## config.mk

```make
export PLATFORM = sky130hd
export DESIGN_NAME = serial_addsub_ctrl_flat
export DESIGN_NICKNAME = d
export VERILOG_FILES = /design/src/rtl/serial_addsub_ctrl_pkg.sv /design/src/rtl/serial_addsub_ctrl_if.sv /design/src/rtl/serial_addsub_ctrl_nibble.sv /design/src/rtl/serial_addsub_ctrl.sv /design/src/flat_wrapper.sv
export SDC_FILE = /design/constraint.sdc
export NUM_CORES = 1
export LEC_CHECK = 0
export ABC_AREA = 1
export CAP_MARGIN = 20
export CORE_ASPECT_RATIO = 2
export CORE_MARGIN = 2
export CORE_UTILIZATION = 56
export DETAILED_ROUTE_END_ITERATION = 7
export GPL_ROUTABILITY_DRIVEN = 0
export PLACE_DENSITY = 0.85
export SETUP_SLACK_MARGIN = 0.05
export SLEW_MARGIN = 20
export SYNTH_ARGS = -nofsm -noshare
export SYNTH_HDL_FRONTEND = slang
export SYNTH_SLANG_ARGS = --single-unit
```

## constraint.sdc

```tcl
create_clock -name clk -period 6.24 [get_ports clk]
set_input_delay 0.624 -clock clk [delete_from_list [all_inputs] [get_ports clk]]
set_output_delay 0.624 -clock clk [all_outputs]
set_load 0.02 [all_outputs]
```

## src/rtl/serial_addsub_ctrl_pkg.sv

```systemverilog
// addsub_pkg: shared states, slice width and opcode encodings
package addsub_pkg;
  typedef enum logic [1:0] {IDLE, RUN, DONE} state_t;
  localparam int NIBBLE_W = 4;
  localparam logic OP_ADD = 1'b0;
  localparam logic OP_SUB = 1'b1;
endpackage

```

## src/rtl/serial_addsub_ctrl_if.sv

```systemverilog
// serial_addsub_ctrl_if: start/busy/done handshake and operand/result bus
interface serial_addsub_ctrl_if #(parameter int NIBBLES = 4);
  logic                 start;
  logic                 op;
  logic [4*NIBBLES-1:0] a;
  logic [4*NIBBLES-1:0] b;
  logic                 busy;
  logic                 done;
  logic [4*NIBBLES-1:0] result;
  logic                 cout;
  logic                 overflow;
  logic                 zero;
  modport master (output start, op, a, b, input busy, done, result, cout, overflow, zero);
  modport slave  (input start, op, a, b, output busy, done, result, cout, overflow, zero);
endinterface

```

## src/rtl/serial_addsub_ctrl_nibble.sv

```systemverilog
// nibble_addsub: 4-bit add slice with optional B inversion, exposing carry into bit 3
module nibble_addsub (
  input  logic [3:0] a,
  input  logic [3:0] b,
  input  logic       inv,
  input  logic       cin,
  output logic [3:0] s,
  output logic       cout,
  output logic       c3
);
  logic [3:0] bb;
  logic [4:0] sum;
  logic [3:0] lo;
  assign bb = b ^ {4{inv}};
  assign sum = {1'b0, a} + {1'b0, bb} + {4'b0, cin};
  assign lo = {1'b0, a[2:0]} + {1'b0, bb[2:0]} + {3'b0, cin};
  assign s = sum[3:0];
  assign cout = sum[4];
  assign c3 = lo[3];
endmodule

```

## src/rtl/serial_addsub_ctrl.sv

```systemverilog
// serial_addsub_ctrl: nibble-serial multi-precision add/subtract sequencer
module serial_addsub_ctrl
  import addsub_pkg::*;
#(
  parameter int NIBBLES = 4
) (
  input logic clk,
  input logic reset,
  serial_addsub_ctrl_if.slave bus
);
  localparam int W = NIBBLE_W * NIBBLES;
  localparam int IW = $clog2(NIBBLES);
  localparam logic [IW-1:0] LAST = IW'(NIBBLES - 1);
  state_t state;
  logic [W-1:0] a_q, b_q, res_q, res_nx;
  logic [IW-1:0] idx;
  logic op_q, carry_q, busy_q, done_q, cout_q, ovf_q, zero_q;
  logic [3:0] s;
  logic co, c3;
  nibble_addsub u_slice (
    .a   (a_q[{idx, 2'b00} +: NIBBLE_W]),
    .b   (b_q[{idx, 2'b00} +: NIBBLE_W]),
    .inv (op_q),
    .cin (carry_q),
    .s   (s),
    .cout(co),
    .c3  (c3)
  );
  // result with the current slice output merged in, so zero sees the final nibble
  always_comb begin
    res_nx = res_q;
    res_nx[{idx, 2'b00} +: NIBBLE_W] = s;
  end
  // sequencer: accept, step one nibble per cycle, pulse done
  always_ff @(posedge clk or posedge reset) begin
    if (reset) begin
      state <= IDLE;
      a_q <= '0;
      b_q <= '0;
      op_q <= 1'b0;
      carry_q <= 1'b0;
      idx <= '0;
      res_q <= '0;
      busy_q <= 1'b0;
      done_q <= 1'b0;
      cout_q <= 1'b0;
      ovf_q <= 1'b0;
      zero_q <= 1'b0;
    end else begin
      case (state)
        IDLE: if (bus.start) begin
          a_q <= bus.a;
          b_q <= bus.b;
          op_q <= bus.op;
          carry_q <= bus.op;
          idx <= '0;
          res_q <= '0;
          busy_q <= 1'b1;
          state <= RUN;
        end
        RUN: begin
          res_q <= res_nx;
          carry_q <= co;
          idx <= idx + 1'b1;
          if (idx == LAST) begin
            cout_q <= co;
            ovf_q <= co ^ c3;
            zero_q <= res_nx == '0;
            busy_q <= 1'b0;
            done_q <= 1'b1;
            state <= DONE;
          end
        end
        default: begin
          done_q <= 1'b0;
          state <= IDLE;
        end
      endcase
    end
  end
  assign bus.busy = busy_q;
  assign bus.done = done_q;
  assign bus.result = res_q;
  assign bus.cout = cout_q;
  assign bus.overflow = ovf_q;
  assign bus.zero = zero_q;
endmodule

```

## src/flat_wrapper.sv

```systemverilog
// flat-port wrapper written by rule: the top's interface ports become plain ports
module serial_addsub_ctrl_flat import addsub_pkg::*;
#(
  parameter int NIBBLES = 4
)
  (clk, reset, bus_start, bus_op, bus_a, bus_b, bus_busy, bus_done, bus_result, bus_cout, bus_overflow, bus_zero);
  serial_addsub_ctrl_if #(.NIBBLES(NIBBLES)) bus_i ();
  input logic clk;
  input logic reset;
  input wire logic [$bits(bus_i.start)-1:0] bus_start;
  input wire logic [$bits(bus_i.op)-1:0] bus_op;
  input wire logic [$bits(bus_i.a)-1:0] bus_a;
  input wire logic [$bits(bus_i.b)-1:0] bus_b;
  output wire logic [$bits(bus_i.busy)-1:0] bus_busy;
  output wire logic [$bits(bus_i.done)-1:0] bus_done;
  output wire logic [$bits(bus_i.result)-1:0] bus_result;
  output wire logic [$bits(bus_i.cout)-1:0] bus_cout;
  output wire logic [$bits(bus_i.overflow)-1:0] bus_overflow;
  output wire logic [$bits(bus_i.zero)-1:0] bus_zero;
  assign bus_i.start = bus_start;
  assign bus_i.op = bus_op;
  assign bus_i.a = bus_a;
  assign bus_i.b = bus_b;
  assign bus_busy = bus_i.busy;
  assign bus_done = bus_i.done;
  assign bus_result = bus_i.result;
  assign bus_cout = bus_i.cout;
  assign bus_overflow = bus_i.overflow;
  assign bus_zero = bus_i.zero;
  serial_addsub_ctrl #(.NIBBLES(NIBBLES)) u_core (.clk(clk), .reset(reset), .bus(bus_i));
endmodule
```

==> reports/metrics.cfg <==
[critical_path]
cp-start-kind=flip-flop
cp.arrival_ps=3910
crit_path_max_incr_delay_ps=1000
critPathKind=flip-flop to flip-flop
crit_buf_inv=1
worstPathRequired_ps=6530
path_max_fanout=31
slowest_stage=dfrtp_1
worst_setup_path_end_kind=flip-flop
path_cells=inv_4 -> o21ai_0 -> o22ai_1 -> xor2_1 -> fa_1 -> fa_1 -> nor2_1 -> nand3_1 -> nand2_1 -> nor2_1 -> nand2_1 -> nor2_1 -> nand2_1 -> nor2_1 -> nand3_1 -> nand2_1
cp_top_family=flip-flops

[clocking]
clkTransAtPathRegs_ps=60
numCtsBuffers=9
cts-root-buf=clkbuf_8
clk-insertion-delay-late_ps=350
cts_buffer_depth=2
cts-resized-gates=0
cts_setup_buffers=0
htreeDepth=3
cts.sink_count=59
hold_buffers=0
cts_tree=built

[timing]
setup_viol=0
period_share_pct=58.06
final.setup_skew_ps=6.177
rsz0062_at_grt=no
drv_slew=0
worstMarginPinSlew_ps=1003
max_slew_margin_pct=33.12
finalSetupTns_ps=0
fmax_mhz=276.0
fin_crit_ps=3623
finalHoldViolations=0
fin_ws_ps=2617

[run_status]
status=finished, final reports clean

[yosys]
synth.top_cell.area_share_pct=48.28
syn-cell-area_um2=3058
synth_area_leaders=dfrtp_1 (48%), nand2_1 (20%), inv_1 (4.2%), o21ai_0 (3.8%), ha_1 (3.7%)
synth_xor_area_share_pct=1.146
syn-num-nets=432
synth_most_common_cell=nand2_1
synthMuxAreaShare_pct=0
yosys.area_share.simple_pct=27.41
synth.distinct_cells=30
yosys_warnings=0
yosysSeqAreaShare_pct=48.28
ys_ff_latch=59
async_flop_share_pct=100.0
synth_area_leader_cell=dfrtp_1
netlist_top_cells_count=nand2_1 (160), dfrtp_1 (59), inv_1 (34)
synth_top_family_by_area=simple AND/OR/NAND/NOR gates
post_synth.cell_area_avg_um2=7.943
netlist_instances=385
synth_edf_count=0
synthAdderAreaFrac_pct=4.992
ys.flop_type=dfrtp_1
synth_compound_area_share_pct=10.92

[global_route]
grt_max_degree=60
grt_overflow_total=0
antenna_found_initial=0
grt_util_all_layers_pct=25.83
grt_pass1_vias=2695
grt_first_pass_wirelength_um=11990

[job]
cap_violations=0

[route]
wire_per_inst_um=13.51
wl_um=6811
vias_per_cell=5.339
drt-initial-drc-count=106
vias=2691
route.antenna.remaining_nets=0
drcViolationCount=0
first_pass_iters=4

[pwr]
powerDensity_nw_per_um2=597.4
clkPwrFrac_pct=14.4
p_total_mw=2.279
p_switching_mw=1.070
p_leak_nw=1.966
swShare_pct=46.94
ir_worst_vdd_v=0.0004147
pwr-share-comb_pct=55.1
internal_power_mw=1.209
sequentialPowerShare_pct=30.5

[layout]
drive_gt1_share_pct=5.631
nets=486
num-fill-cells=436
instances_no_fill=504
areaGrowthSynthToFinish_pct=24.75
fin_util_pct=71.64
antennaDiodeCount=0

[worst_hold_path]
hp-class=flip-flop to flip-flop

[placement]
hpwl_um=4946
port_buffers=56
dp_cells=488
detailedPlace.worstSlack_ps=2695

[die]
num_rows=38
core_um2=5325
die_area_um2=6103
die_y_um=108.5
die_w_um=56.25
io_pins=57
start_util_pct=57.42

[cell families after synthesis]
group,Yosys count
simple gates,208
flops,59
compound gates,52
buf+inv,51
fa+ha+maj,11
xor+xnor,4
[layer usage]
| layer | track usage (%) | vias to the layer above | wire length, um |
|---|---|---|---|
| met5 | 0 | - | 0 |
| met4 | 17.01 | 0 | 290 |
| met3 | 6.579 | 23 | 366 |
| met2 | 43.45 | 85 | 3524 |
| met1 | 28.39 | 1246 | 2629 |
| li1 | - | 1337 | - |
[flip-flops by register name, indices dropped and copies added, names as in the netlist, 2 cells and up]
register and flops:
u_core.state 2, u_core.bus.result 16, u_core.a_q 16, u_core.idx 2
u_core.b_q 16
[area by class of cell]
cell class / instances / area, um2 / share of cell area [%]
Sequential cell: 59 / 1476 / 38.70
Timing Repair Buffer: 57 / 568.0 / 14.89
Inverter: 37 / 143.9 / 3.772
Clock buffer: 15 / 186.4 / 4.887
Multi-Input combinational cell: 275 / 1360 / 35.65
Tap cell: 60 / 75.07 / 1.968
Clock inverter: 1 / 5.005 / 0.1312
[cells in the final DEF (no fill, tap or decap), drive strengths merged]
| cell type | n |
|---|---|
| nand3 | 13 |
| o221ai | 1 |
| dfrtp | 59 |
| a32o | 2 |
| o22ai | 8 |
| ha | 9 |
| a22o | 11 |
| xor2 | 4 |
| buf | 1 |
| fa | 2 |
| nor2 | 31 |
| nand4 | 3 |
| nand2 | 161 |
| inv | 37 |
| o21ai | 23 |
| clkinv | 1 |
| clkbuf | 15 |
| a21oi | 5 |
| a32oi | 1 |
| clkdlybuf4s50 | 56 |
| a31oi | 1 |
[metrics by stage]
stage | hold WS [ps] | instance area (um2)
floorplan | 443.6 | 3058
global placement | 456.9 | 3621
detailed placement | 460.8 | 3623
CTS | 478.4 | 3815
global route | 502.6 | 3815
finish | 471.6 | 3815
[worst register-to-register path: stages (launching register included)]
cell and delay (ps):
dfrtp_1 1000, inv_4 230, o21ai_0 260, o22ai_1 120
xor2_1 180, fa_1 420, fa_1 530, nor2_1 80
nand3_1 110, nand2_1 90, nor2_1 90, nand2_1 50
nor2_1 110, nand2_1 70, nor2_1 100, nand3_1 70
nand2_1 60
[final timing paths]
check                                 from                    to  slack, ps  cells past startpoint
min reg2reg                u_core.bus.busy       u_core.bus.busy        470                      2
min                        u_core.bus.busy       u_core.bus.busy        470                      2
max in group asynchronous            reset         u_core.a_q[4]       5030                      2
max reg2reg                  u_core.idx[0]       u_core.bus.zero       2620                     16
max                          u_core.idx[0]       u_core.bus.zero       2620                     16
min in group asynchronous            reset  u_core.bus.result[4]        750                      2
[power groups by stage]
| stage | clock [mW] | combinational (mW) | sequential [mW] |
|---|---|---|---|
| after floorplan | 0 | 0.905 | 0.695 |
| after global placement | 0 | 1.21 | 0.689 |
| after detailed placement | 0 | 1.25 | 0.697 |
| after CTS | 0.335 | 1.25 | 0.692 |
| after global routing | 0.351 | 1.44 | 0.713 |
| final | 0.328 | 1.26 | 0.695 |
(Power assumes the default switching activity.)
==> RTL change: new RTL, same settings <==
`NIBBLES` is set to 4 in 3 places; all go to 8.
--- a/src/rtl/serial_addsub_ctrl_if.sv
+++ b/src/rtl/serial_addsub_ctrl_if.sv
@@ -1,5 +1,5 @@
 // serial_addsub_ctrl_if: start/busy/done handshake and operand/result bus
-interface serial_addsub_ctrl_if #(parameter int NIBBLES = 4);
+interface serial_addsub_ctrl_if #(parameter int NIBBLES = 8);
   logic                 start;
   logic                 op;
   logic [4*NIBBLES-1:0] a;
--- a/src/rtl/serial_addsub_ctrl.sv
+++ b/src/rtl/serial_addsub_ctrl.sv
@@ -2,7 +2,7 @@
 module serial_addsub_ctrl
   import addsub_pkg::*;
 #(
-  parameter int NIBBLES = 4
+  parameter int NIBBLES = 8
 ) (
   input logic clk,
   input logic reset,
--- a/src/flat_wrapper.sv
+++ b/src/flat_wrapper.sv
@@ -1,7 +1,7 @@
 // flat-port wrapper written by rule: the top's interface ports become plain ports
 module serial_addsub_ctrl_flat import addsub_pkg::*;
 #(
-  parameter int NIBBLES = 4
+  parameter int NIBBLES = 8
 )
   (clk, reset, bus_start, bus_op, bus_a, bus_b, bus_busy, bus_done, bus_result, bus_cout, bus_overflow, bus_zero);
   serial_addsub_ctrl_if #(.NIBBLES(NIBBLES)) bus_i ();
Interface: changed (resized bus_a, bus_b and bus_result); port bits go from 57 to 105. The function was not compared with the original's and may differ.
==> RTL change against the unedited design <==
  * The flow now finishes with violations (DRC)
  * Combinational power up 100%
  * Non-clock buffer count up 52
  * Routed wire length up 110%
  * Synthesized cell count up 81%
  * Worst setup slack worse by 0.15 ns
  * Synthesized area up 76%
  * Final area up 78%
  * Via count up 91%
  * Sequential cell count up 49
  * Total power up 92%
  * Clock power up 79%
  * Largest cell class unchanged
  * Highest routed layer unchanged
==> RTL change: results (changes against the unedited design) <==
* Vias at 5143 (+91%)
* Max Cap Viol at 0 (unchanged)
* Hold Path Sink: u_core.b_q[3]
* Peak supply drop at 0.4084 mV (-1.5%)
* Hold depth at 2 (unchanged)
* Failing checks: DRC
* Most frequent cells after synthesis: 275 x nand2_1, 108 x dfrtp_1, 79 x o21ai_0, 57 x inv_1, 37 x nor2_1
* Final Net Count at 862 (+77%)
* Post-CTS Setup Inserts at 0 (unchanged)
* CTS resizes at 0 (unchanged)
* Sequential cell area fraction in the yosys report at 50.10% (+1.8 points)
* Synth Flop Type: dfrtp_1
* DR WL/cell at 15.64 microns (+16%)
* Fraction of layout cells with a size suffix above 1 at 4.810% (-0.82 points)
* Relative slew slack at 33.91% (+0.80 points)
* R2r endpoint: u_core.bus.zero
* First drt pass iteration count at 8 (+4)
* Hold Crit Start: u_core.b_q[3]
* Clk Tree Root Cell: clkbuf_16
* Syn nets at 773 (+79%)
* Clock slew at reported path FFs at 0.07 ns
* Top post-synthesis cells by area: dfrtp_1 50%, nand2_1 19%, o21ai_0 7.3%, inv_1 4.0%, nor2_1 2.6%
* DRC at 1 (+1)
* H-tree levels at 3 (unchanged)
* Setup Viol. Count Final at 0 (unchanged)
* Num CTS Buffers at 9 (unchanged)
* Tot GR Track Use at 28.80% (+3.0 points)
* Leak pwr at 0.003330 uW (+69%)
* PortBufs at 104 (+86%)
* Clock latency on the worst-skew pair at 0.35 ns (about the same)
* Placed Instances at 878 (+80%)
* CP Max Fanout at 49 (+58%)
* Number of warnings issued by yosys at 0 (unchanged)
* # diodes at 0 (unchanged)
* Netlist cell types at 31 (+3.3%)
* Ys async rst share at 100.0% (unchanged)
* R2R cell count at 19 (+3)
* Worst EP arrival at 4.07 ns (+0.16 ns)
* Sw Ratio at 49.45% (+2.5 points)
* Worst R2R Setup Slack at 2.46 ns (-0.15 ns)
* Layout Cells excl Fill at 894 (+77%)
* Worst min-delay path class: reg2reg
* Status: finished, violations left
* First-pass GRT wire length at 23140 microns (+93%)
* Vias in the first global route at 4991 (+85%)
* Clock Skew at 0.008991 ns (+0.002814 ns)
* Final HPWL DP at 10350 microns (+110%)
* Initial drt markers at 484 (+360%)
* R2r startpoint: u_core.idx[0]
* Row cnt at 50 (+32%)
* Largest net degree at the start of global routing at 84 (+40%)
* Clk buf depth at 2 (unchanged)
* Initial antenna violation count at 0 (unchanged)
* FILL cells at 712 (+63%)
* Cells after Synth at 696 (+81%)
## RTL change: cell type report
cell class | instances | share of cell area, %
Sequential cell | 108 | 39.75
Multi-Input combinational cell | 495 | 34.41
Timing Repair Buffer | 109 | 15.86
Clock buffer | 10 | 3.515
Inverter | 62 | 3.497
Tap cell | 104 | 1.914
Clock inverter | 6 | 1.049
## RTL change: power by group through the flow
stage / Combinational [uW] / Sequential (uW) / Clock (uW)
2_1_floorplan: 1670 / 1270 / 0
3_3_place_gp: 2390 / 1230 / 0
3_5_place_dp: 2470 / 1240 / 0
4_1_cts: 2500 / 1230 / 592
5_1_grt: 2840 / 1270 / 618
6_report: 2550 / 1240 / 586
## RTL change: through the flow
stage	utilization [%]	instance area (sq um)	setup slack [ns]	total power [uW]	hold slack [ns]
2_1_floorplan	-	5394	2.770	2936	0.4366
5_1_grt	72.45	6799	2.201	4724	0.4856
3_5_place_dp	69.15	6489	2.638	3718	0.4582
6_report	72.45	6799	2.465	4370	0.4733
4_1_cts	72.45	6799	2.576	4323	0.4762
3_3_place_gp	69.15	6489	2.705	3622	0.4496
## RTL change: layer usage
metal  global-route usage (%)  routed length, microns  vias up
li1                         -                       -     2415
met1                    31.34                    4706     2354
met3                    4.587                     797       95
met5                        0                       0        -
met2                    49.50                    7478      279
met4                    19.90                     996        0
## RTL change: how the worst max path moves through the flow
stage	endpoint	slack (ns)	from	cells past startpoint
finish	u_core.bus.zero	2.46	u_core.idx[0]	19
global placement	u_core.bus.zero	2.70	u_core.idx[0]	19
detailed placement	u_core.bus.zero	2.64	u_core.idx[0]	19
CTS	u_core.bus.zero	2.58	u_core.idx[0]	19
floorplan	u_core.a_q[0]	2.77	reset	1
global route	u_core.bus.zero	2.20	u_core.idx[0]	19
## RTL change: critical path: stages (launching register included)
cell and delay [ns]:
dfrtp_1 0.36, buf_4 0.25, inv_2 0.42, o21ai_0 0.14, o221ai_1 0.15, o21ai_0 0.15, xor2_1 0.18, fa_1 0.41
fa_1 0.41, inv_1 0.07, nand2_1 0.07, nand2_1 0.17, inv_1 0.13, o21ai_0 0.29, nand2_1 0.09, nor2_1 0.09
nand2_1 0.07, nor2_1 0.11, nand3_1 0.08, nand2_1 0.06
## RTL change: cells by family after synthesis
family	count (synthesis)	share of synthesized area, %
AND/OR/NAND/NOR	345	25.82
AO/OA/AOI/OAI	136	14.24
flip-flops	108	50.10
buffers and inverters	93	6.657
adder cells (fa/ha/maj)	9	2.366
XOR/XNOR	5	0.8118
